--- src/rtl/mult_share_arbiter.sv ---
// mult_share_arbiter: round-robin sharing of one external 8x8 shift-add multiplier
// between N_REQ requesters. One operation is in flight at a time: accept an operand
// pair, pulse mul_start, wait for mul_done, then present the tagged product on the
// response channel until it is consumed.
//
// Optional build macro MULT_SHARE_WATCHDOG_EN adds a BUSY-state watchdog that aborts
// an operation after TIMEOUT cycles without mul_done, returning a zero product with
// rsp_err set. Without the macro BUSY waits indefinitely and rsp_err is tied low.

module mult_share_arbiter #(
  parameter int unsigned N_REQ   = 4,
  parameter int unsigned IDW     = 2,
  parameter int unsigned TIMEOUT = 32
) (
  input  logic               clk,
  input  logic               rst,
  input  logic [N_REQ-1:0]   req_valid,
  output logic [N_REQ-1:0]   req_ready,
  input  logic [8*N_REQ-1:0] req_b,
  input  logic [8*N_REQ-1:0] req_q,
  output logic               rsp_valid,
  input  logic               rsp_ready,
  output logic [15:0]        rsp_result,
  output logic [IDW-1:0]     rsp_id,
  output logic               rsp_err,
  output logic               mul_start,
  output logic [7:0]         mul_b,
  output logic [7:0]         mul_q,
  input  logic [15:0]        mul_result,
  input  logic               mul_done
);

  typedef enum logic [1:0] {
    StIdle  = 2'd0,
    StStart = 2'd1,
    StBusy  = 2'd2,
    StResp  = 2'd3
  } state_e;

  state_e         state_q, state_d;
  logic [IDW-1:0] rr_ptr_q, rr_ptr_d;
  logic [IDW-1:0] id_q, id_d;
  logic [7:0]     mul_b_q, mul_b_d;
  logic [7:0]     mul_q_q, mul_q_d;
  logic [15:0]    result_q, result_d;

`ifdef MULT_SHARE_WATCHDOG_EN
  localparam int unsigned WdW = $clog2(TIMEOUT + 1);

  logic [WdW-1:0] wd_q, wd_d;
  logic           err_q, err_d;
`else
  logic unused_timeout;
  assign unused_timeout = (TIMEOUT != 32'd0);
`endif

  // Per-requester operand lanes, split once so the grant mux indexes an array.
  logic [7:0] lane_b [N_REQ];
  logic [7:0] lane_q [N_REQ];

  for (genvar i = 0; i < N_REQ; i++) begin : g_lanes
    assign lane_b[i] = req_b[8*i +: 8];
    assign lane_q[i] = req_q[8*i +: 8];
  end

  logic           grant_found;
  logic [IDW-1:0] grant_idx;
  logic [IDW-1:0] grant_next;

  // Round-robin search: first valid requester at or after rr_ptr, wrapping at N_REQ.
  always_comb begin
    int unsigned    cand;
    logic [IDW-1:0] cand_id;
    cand        = 0;
    cand_id     = '0;
    grant_found = 1'b0;
    grant_idx   = '0;
    for (int unsigned k = 0; k < N_REQ; k++) begin
      cand = 32'(rr_ptr_q) + k;
      if (cand >= N_REQ) begin
        cand = cand - N_REQ;
      end
      cand_id = IDW'(cand);
      if (!grant_found && req_valid[cand_id]) begin
        grant_found = 1'b1;
        grant_idx   = cand_id;
      end
    end
  end

  // Pointer moves one past the winner so the winner becomes lowest priority.
  always_comb begin
    grant_next = grant_idx + 1'b1;
    if (grant_idx == IDW'(N_REQ - 1)) begin
      grant_next = '0;
    end
  end

  // Ready is only offered in IDLE, and only to the round-robin winner.
  always_comb begin
    req_ready = '0;
    if (state_q == StIdle && grant_found) begin
      req_ready[grant_idx] = 1'b1;
    end
  end

  // Next-state and datapath register updates.
  always_comb begin
    state_d  = state_q;
    rr_ptr_d = rr_ptr_q;
    id_d     = id_q;
    mul_b_d  = mul_b_q;
    mul_q_d  = mul_q_q;
    result_d = result_q;
`ifdef MULT_SHARE_WATCHDOG_EN
    wd_d     = wd_q;
    err_d    = err_q;
`endif
    unique case (state_q)
      StIdle: begin
        if (grant_found) begin
          mul_b_d  = lane_b[grant_idx];
          mul_q_d  = lane_q[grant_idx];
          id_d     = grant_idx;
          rr_ptr_d = grant_next;
`ifdef MULT_SHARE_WATCHDOG_EN
          err_d    = 1'b0;
`endif
          state_d  = StStart;
        end
      end
      StStart: begin
        // A mul_done seen here belongs to nothing we issued; it is dropped.
`ifdef MULT_SHARE_WATCHDOG_EN
        wd_d    = '0;
`endif
        state_d = StBusy;
      end
      StBusy: begin
        if (mul_done) begin
          result_d = mul_result;
          state_d  = StResp;
`ifdef MULT_SHARE_WATCHDOG_EN
        end else if (wd_q == WdW'(TIMEOUT - 1)) begin
          // Last permitted BUSY cycle expired without a result: abort.
          result_d = 16'h0000;
          err_d    = 1'b1;
          state_d  = StResp;
        end else begin
          wd_d = wd_q + 1'b1;
`endif
        end
      end
      StResp: begin
        if (rsp_ready) begin
          state_d = StIdle;
        end
      end
      default: state_d = StIdle;
    endcase
  end

  // State and datapath registers with synchronous reset.
  always_ff @(posedge clk) begin
    if (rst) begin
      state_q  <= StIdle;
      rr_ptr_q <= '0;
      id_q     <= '0;
      mul_b_q  <= '0;
      mul_q_q  <= '0;
      result_q <= '0;
    end else begin
      state_q  <= state_d;
      rr_ptr_q <= rr_ptr_d;
      id_q     <= id_d;
      mul_b_q  <= mul_b_d;
      mul_q_q  <= mul_q_d;
      result_q <= result_d;
    end
  end

`ifdef MULT_SHARE_WATCHDOG_EN
  // Watchdog counter and abort flag.
  always_ff @(posedge clk) begin
    if (rst) begin
      wd_q  <= '0;
      err_q <= 1'b0;
    end else begin
      wd_q  <= wd_d;
      err_q <= err_d;
    end
  end

  assign rsp_err = err_q;
`else
  assign rsp_err = 1'b0;
`endif

  assign rsp_valid  = (state_q == StResp);
  assign mul_start  = (state_q == StStart);
  assign rsp_result = result_q;
  assign rsp_id     = id_q;
  assign mul_b      = mul_b_q;
  assign mul_q      = mul_q_q;

endmodule

--- config.mk ---
export PLATFORM = sky130hd
export DESIGN_NAME = mult_share_arbiter
export DESIGN_NICKNAME = d
export VERILOG_FILES = /design/src/rtl/mult_share_arbiter.sv
export SDC_FILE = /design/constraint.sdc
export NUM_CORES = 1
export LEC_CHECK = 0
export ABC_CLOCK_PERIOD_IN_PS = 4100
export CAP_MARGIN = 25
export CORE_ASPECT_RATIO = 0.6
export CORE_MARGIN = 1
export CORE_UTILIZATION = 30
export DETAILED_ROUTE_END_ITERATION = 7
export GPL_ROUTABILITY_DRIVEN = 1
export HOLD_SLACK_MARGIN = 0.1
export PLACE_DENSITY = 0.7
export RECOVER_POWER = 25
export SLEW_MARGIN = 20
export SYNTH_ARGS = -nofsm -noshare
export SYNTH_HDL_FRONTEND = slang
export SYNTH_SLANG_ARGS = --single-unit
--- constraint.sdc ---
create_clock -name clk -period 4.1 [get_ports clk]
set_input_delay 1.23 -clock clk [delete_from_list [all_inputs] [get_ports clk]]
set_output_delay 1.23 -clock clk [all_outputs]
set_load 0.01 [all_outputs]
==> results.cfg, run 1 <==
[layout]
antenna_cells = 0
drive_gt1_frac = 0.0995
instances_no_fill = 456
seq_area_sq_um = 761
postLayoutCellArea_sq_um = 3560
areaGrowthSynthToFinish_pct = 77.3
fill_cells = 589
multi_input_area_sq_um = 1180
nets = 463

[worst_setup_path]
cp_max_fo = 4
cp-end-kind = output port
cp_slowest_cell = clkdlybuf4s50_1
cp.arrival_ns = 2.79
start_kind = input port
critPathRequiredTime_ns = 2.87
crit_type = input port to output port
path_cells = clkdlybuf4s50_1 -> and2_4 -> o221ai_2 -> nand2_1 -> nor3_1 -> clkdlybuf4s15_1
cpPeakStageDelay_ns = 0.48

[synthesis]
ys_seq_area_frac = 0.379
synthTopCellsByCount = 54 x nand2_1, 38 x dfxtp_1, 26 x mux2i_1
synthCells = 233
synthTopCellsByArea = dfxtp_1 38%, mux2i_1 13%, nand2_1 10%, a21oi_1 5.0%, o221ai_1 4.4%
synth_top_area_frac = 0.379
synth_top_area_cell = dfxtp_1
ys_seq_elements = 38
synth_ff_type = dfxtp_1
async_flop_share = 0
yosysUniqueCellTypes = 38
syn_nets = 325
synth_edf_count = 0
avgSynthCellArea_sq_um = 8.62
ys.warnings.count = 0
synth_area_sq_um = 2010
synth_most_common_cell = nand2_1

[power]
peakVddDrop_uv = 191
p_int_mw = 1.17
power.density_nw_per_um2 = 524
switching_share = 0.372
clockPowerShare = 0.175
power_frac_seq = 0.299
power_frac_comb = 0.526
switchingPower_mw = 0.696
power_leakage_nw = 1.37
p_total_mw = 1.87

[timing]
fmax_mhz = 249
fin_worst_skew_ns = 0.00821
worstMarginPinSlew_ns = 0.829
report.final.slew_viol_count = 0
max_slew_margin = 0.447
hold_violations = 0
rsz0062_at_grt = false
period_minus_slack_ns = 4.02
min_period_over_period = 0.980
setup_viol = 0
whs_ns = 0.452
timing.final.ws_setup_ns = 0.0839

[clocking]
clockBufferDepth = 2
cts_tree = done
cts.clk_slew.worst_paths_ns = 0.07
cts-root-buf = clkbuf_8
htreeDepth = 2
clock-sinks = 38
cts_setup_buffers = 0
cts_made_buffers = 5
clock_latency_ns = 0.30
hold_buffers = 0

[routing]
drtPass1Iterations = 4
via_per_inst = 4.80
num_vias = 2188
highest_layer = met4
routed_wl_um = 7020
drc = 0
routed-wl-met3_um = 217
avgRoutedWirePerCell_um = 15.4
wl_met1_um = 3620
first_iter_violations = 91
antenna_left = 0
dr_wl_met2_um = 3140

[placed_design]
place_congestion = 0.758
hpwl_um = 5560
dp.cells = 448
numPortBuffers = 127
dpl_worst_slack_ns = -0.260
place_area_sq_um = 3440

[floorplan]
pin_count = 129
dieArea_sq_um = 7040
core_sq_um = 6280
die_x_um = 108
initial_core_util = 0.320
die_h_um = 65.4
rows = 22

[grt]
grt_pass1_vias = 2090
antenna_found_initial = 0
grt_pass1_wl_um = 10900
grt-ovfl-total = 0
track_usage = 0.205
grt_max_degree = 27

[min_path]
hold_path_class = register to register

[outcome]
outcome = finished clean

[flow_run]
drv_cap = 0
## flip-flops by register name, indices dropped and copies added (netlist names)
register	cells
mul_q	8
rr_ptr_q	2
rsp_result	16
rsp_id	2
mul_b	8
state_q	2
## final cells by class
class	count	share of cell area
Clock buffer	5	0.0193
Clock inverter	3	0.0112
Inverter	5	0.00527
Multi-Input combinational cell	178	0.332
Sequential cell	38	0.214
Tap cell	84	0.0295
Timing Repair Buffer	143	0.389
## path summary, 6_finish.rpt
check | from | to | slack [ns] | cells past startpoint
worst min register to register | rsp_result[7] | rsp_result[7] | 0.45 | 2
worst max register to register | rr_ptr_q[1] | mul_q[3] | 2.01 | 6
worst min-delay path | rsp_result[7] | rsp_result[7] | 0.45 | 2
worst max-delay path | req_valid[0] | req_ready[2] | 0.08 | 6
## logic make-up after synthesis
group	synth area share
mux	0.136
compound gates	0.210
simple gates	0.200
fa+ha+maj	0.0249
flops	0.379
xor+xnor	0.00436
buf+inv	0.0436
other cells	0.00187
## layer usage
metal	global-route usage	vias to the layer above
met5	0	-
met4	0.0514	0
met3	0.0377	8
met2	0.300	39
met1	0.305	1039
li1	-	1102
## power groups by stage
stage | Sequential, mW | Clock (mW) | Combinational [mW]
2_1_floorplan | 0.600 | 0 | 0.489
3_3_place_gp | 0.558 | 0 | 0.983
3_5_place_dp | 0.565 | 0 | 0.990
4_1_cts | 0.557 | 0.335 | 0.990
5_1_grt | 0.571 | 0.350 | 1.07
6_report | 0.558 | 0.327 | 0.983
## repair_timing
item / CTS / global route
pin swaps: 0 / 0
setup endpoints to repair: 4 / 2
resized for setup: 10 / 3
cloned: 0 / 0
## critical path: cells and delay by family
kind / cells / cell delay (ns)
AND/OR/NAND/NOR: 3 / 0.59
AO/OA/AOI/OAI: 1 / 0.20
buffers and inverters: 2 / 0.76
## metrics by stage
| stage | setup TNS, ns | util |
|---|---|---|
| after floorplan | 0 | - |
| after global placement | -0.874 | 0.548 |
| after detailed placement | -0.919 | 0.548 |
| after CTS | 0 | 0.567 |
| after global routing | 0 | 0.568 |
| final | 0 | 0.568 |
## cell usage in the layout (no fill, tap or decap), drive strengths merged, types with 2 or more instances in the layout
cell type and n:
a211oi 2, nor3 4, dfxtp 38, a21o 7
o211ai 6, o221ai 11, mux2i 27, and2 3
clkinv 2, inv 5, clkdlybuf4s50 116, ha 4
nand3 7, nand2 55, buf 16, a21oi 21
o21ai 6, clkbuf 5, nor2b 3, dlygate4sd2 4
nand2b 3, nor2 11, dlygate4sd3 5
(Power assumes the default switching activity.)
==> inputs of run 2 (changes only) <==
- ABC_CLOCK_PERIOD_IN_PS: 4100 -> 4500
- clock period: 4.1 -> 4.5 ns (I/O delays scaled with it)
==> results.cfg, run 2 (synthesis results as in run 1) <==
[power]
power_leakage_nw = 1.36
power.density_nw_per_um2 = 463
peakVddDrop_uv = 199
p_total_mw = 1.64

[clocking]
clock-sinks = 38
cts.clk_slew.worst_paths_ns = 0.08
cts_made_buffers = 5
clock_latency_ns = 0.29
htreeDepth = 2
clockBufferDepth = 2
cts-root-buf = clkbuf_8
cts_tree = done

[min_path]
hold_path_class = register to register
hold_path_depth = 2

[grt]
antenna_found_initial = 0
grt_pass1_wl_um = 10600
track_usage = 0.196
grt_max_degree = 27
grt-ovfl-total = 0
grt_pass1_vias = 2111

[floorplan]
die_x_um = 108
rows = 22
core_sq_um = 6280
dieArea_sq_um = 7040
initial_core_util = 0.320
pin_count = 129
die_h_um = 65.4

[layout]
mostFrequentLayoutCells = 119 x clkdlybuf4s50_1, 54 x nand2_1, 38 x dfxtp_1
areaGrowthSynthToFinish_pct = 76.9
largest_reg_flops = 16
layout_commonest_cell = clkdlybuf4s50_1
fill_cells = 571
drive_gt1_frac = 0.0992
nets = 464
antenna_cells = 0
postLayoutCellArea_sq_um = 3550

[worst_setup_path]
crit_type = input port to output port
critPathRequiredTime_ns = 3.15
rr_worst_depth = 6
cp_max_fo = 4
cp.arrival_ns = 2.98
start_kind = input port
cp-end-kind = output port

[routing]
drc = 0
drtPass1Iterations = 4
first_iter_violations = 89
dr_wl_met2_um = 3150
wl_met1_um = 3420
routed-wl-met3_um = 183
antenna_left = 0
highest_layer = met4
via_per_inst = 4.73
avgRoutedWirePerCell_um = 14.9
routed_wl_um = 6830
num_vias = 2160

[timing]
rsz0062_at_grt = false
report.final.slew_viol_count = 0
fmax_mhz = 231
worstMarginPinSlew_ns = 0.782
min_period_over_period = 0.961
period_minus_slack_ns = 4.33
hold_violations = 0
setup_viol = 0
fin_worst_skew_ns = 0.00735
max_slew_margin = 0.479

[placed_design]
place_congestion = 0.793
numPortBuffers = 127
place_area_sq_um = 3440
hpwl_um = 5510

[outcome]
outcome = finished clean

[flow_run]
drv_cap = 0
[run 2: final timing paths]
kind / slack (ns) / start / to
min: 0.45 / rsp_result[2] / rsp_result[2]
max: 0.17 / req_valid[0] / req_ready[2]
min reg2reg: 0.45 / rsp_result[2] / rsp_result[2]
max reg2reg: 2.42 / rr_ptr_q[1] / mul_q[3]
[run 2: per-layer routing]
layer | GRT usage | vias up
met2 | 0.295 | 39
li1 | - | 1103
met5 | 0 | -
met3 | 0.0337 | 8
met1 | 0.286 | 1010
met4 | 0.0497 | 0
[run 2: timing repair]
action,4_1_cts,5_1_grt
gates resized for setup,7,2
setup endpoints to repair,4,1
hold buffers,0,0
pin swaps,0,0
setup buffers,1,0
[run 2: final cells by class]
class / count / area (sq um) / share of cell area
multi-input combinational: 178 / 1180 / 0.333
inverter: 5 / 18.8 / 0.00528
clock inverter: 2 / 12.5 / 0.00352
timing repair buffer: 144 / 1390 / 0.392
tap: 84 / 105 / 0.0296
sequential: 38 / 761 / 0.214
clock buffer: 6 / 82.6 / 0.0232
[run 2: per-stage QoR]
stage          worst slack [ns]  hold WS (ns)  setup TNS [ns]  std cells  utilization
6_report                  0.175         0.454               0        457        0.566
5_1_grt                   0.114         0.475               0        457        0.566
4_1_cts                 0.00137         0.460               0        457        0.565
3_5_place_dp             -0.117         0.448          -0.414        448        0.548
3_3_place_gp            -0.0908         0.442          -0.294        448        0.548
2_1_floorplan             0.947         0.481               0        233            -
[run 2: power by group]
part           leakage (nW)  switching [mW]  total [mW]  internal (mW)
registers             0.311          0.0669       0.507          0.440
clock network        0.0472           0.121       0.244          0.123
logic                  1.01           0.431       0.894          0.463
total                  1.36           0.619        1.64           1.03
[run 2: critical path: stages]
cell and delay, ns:
clkdlybuf4s50_1 0.49, and2_2 0.28, o221ai_2 0.21, nand2_1 0.13, nor3_1 0.22, dlygate4sd2_1 0.30
==> inputs of run 3 (changes only) <==
- GPL_TIMING_DRIVEN: unset -> 1
==> results of run 3 <==
Same layout as run 2: the final DEF is identical, and so are final timing and power.
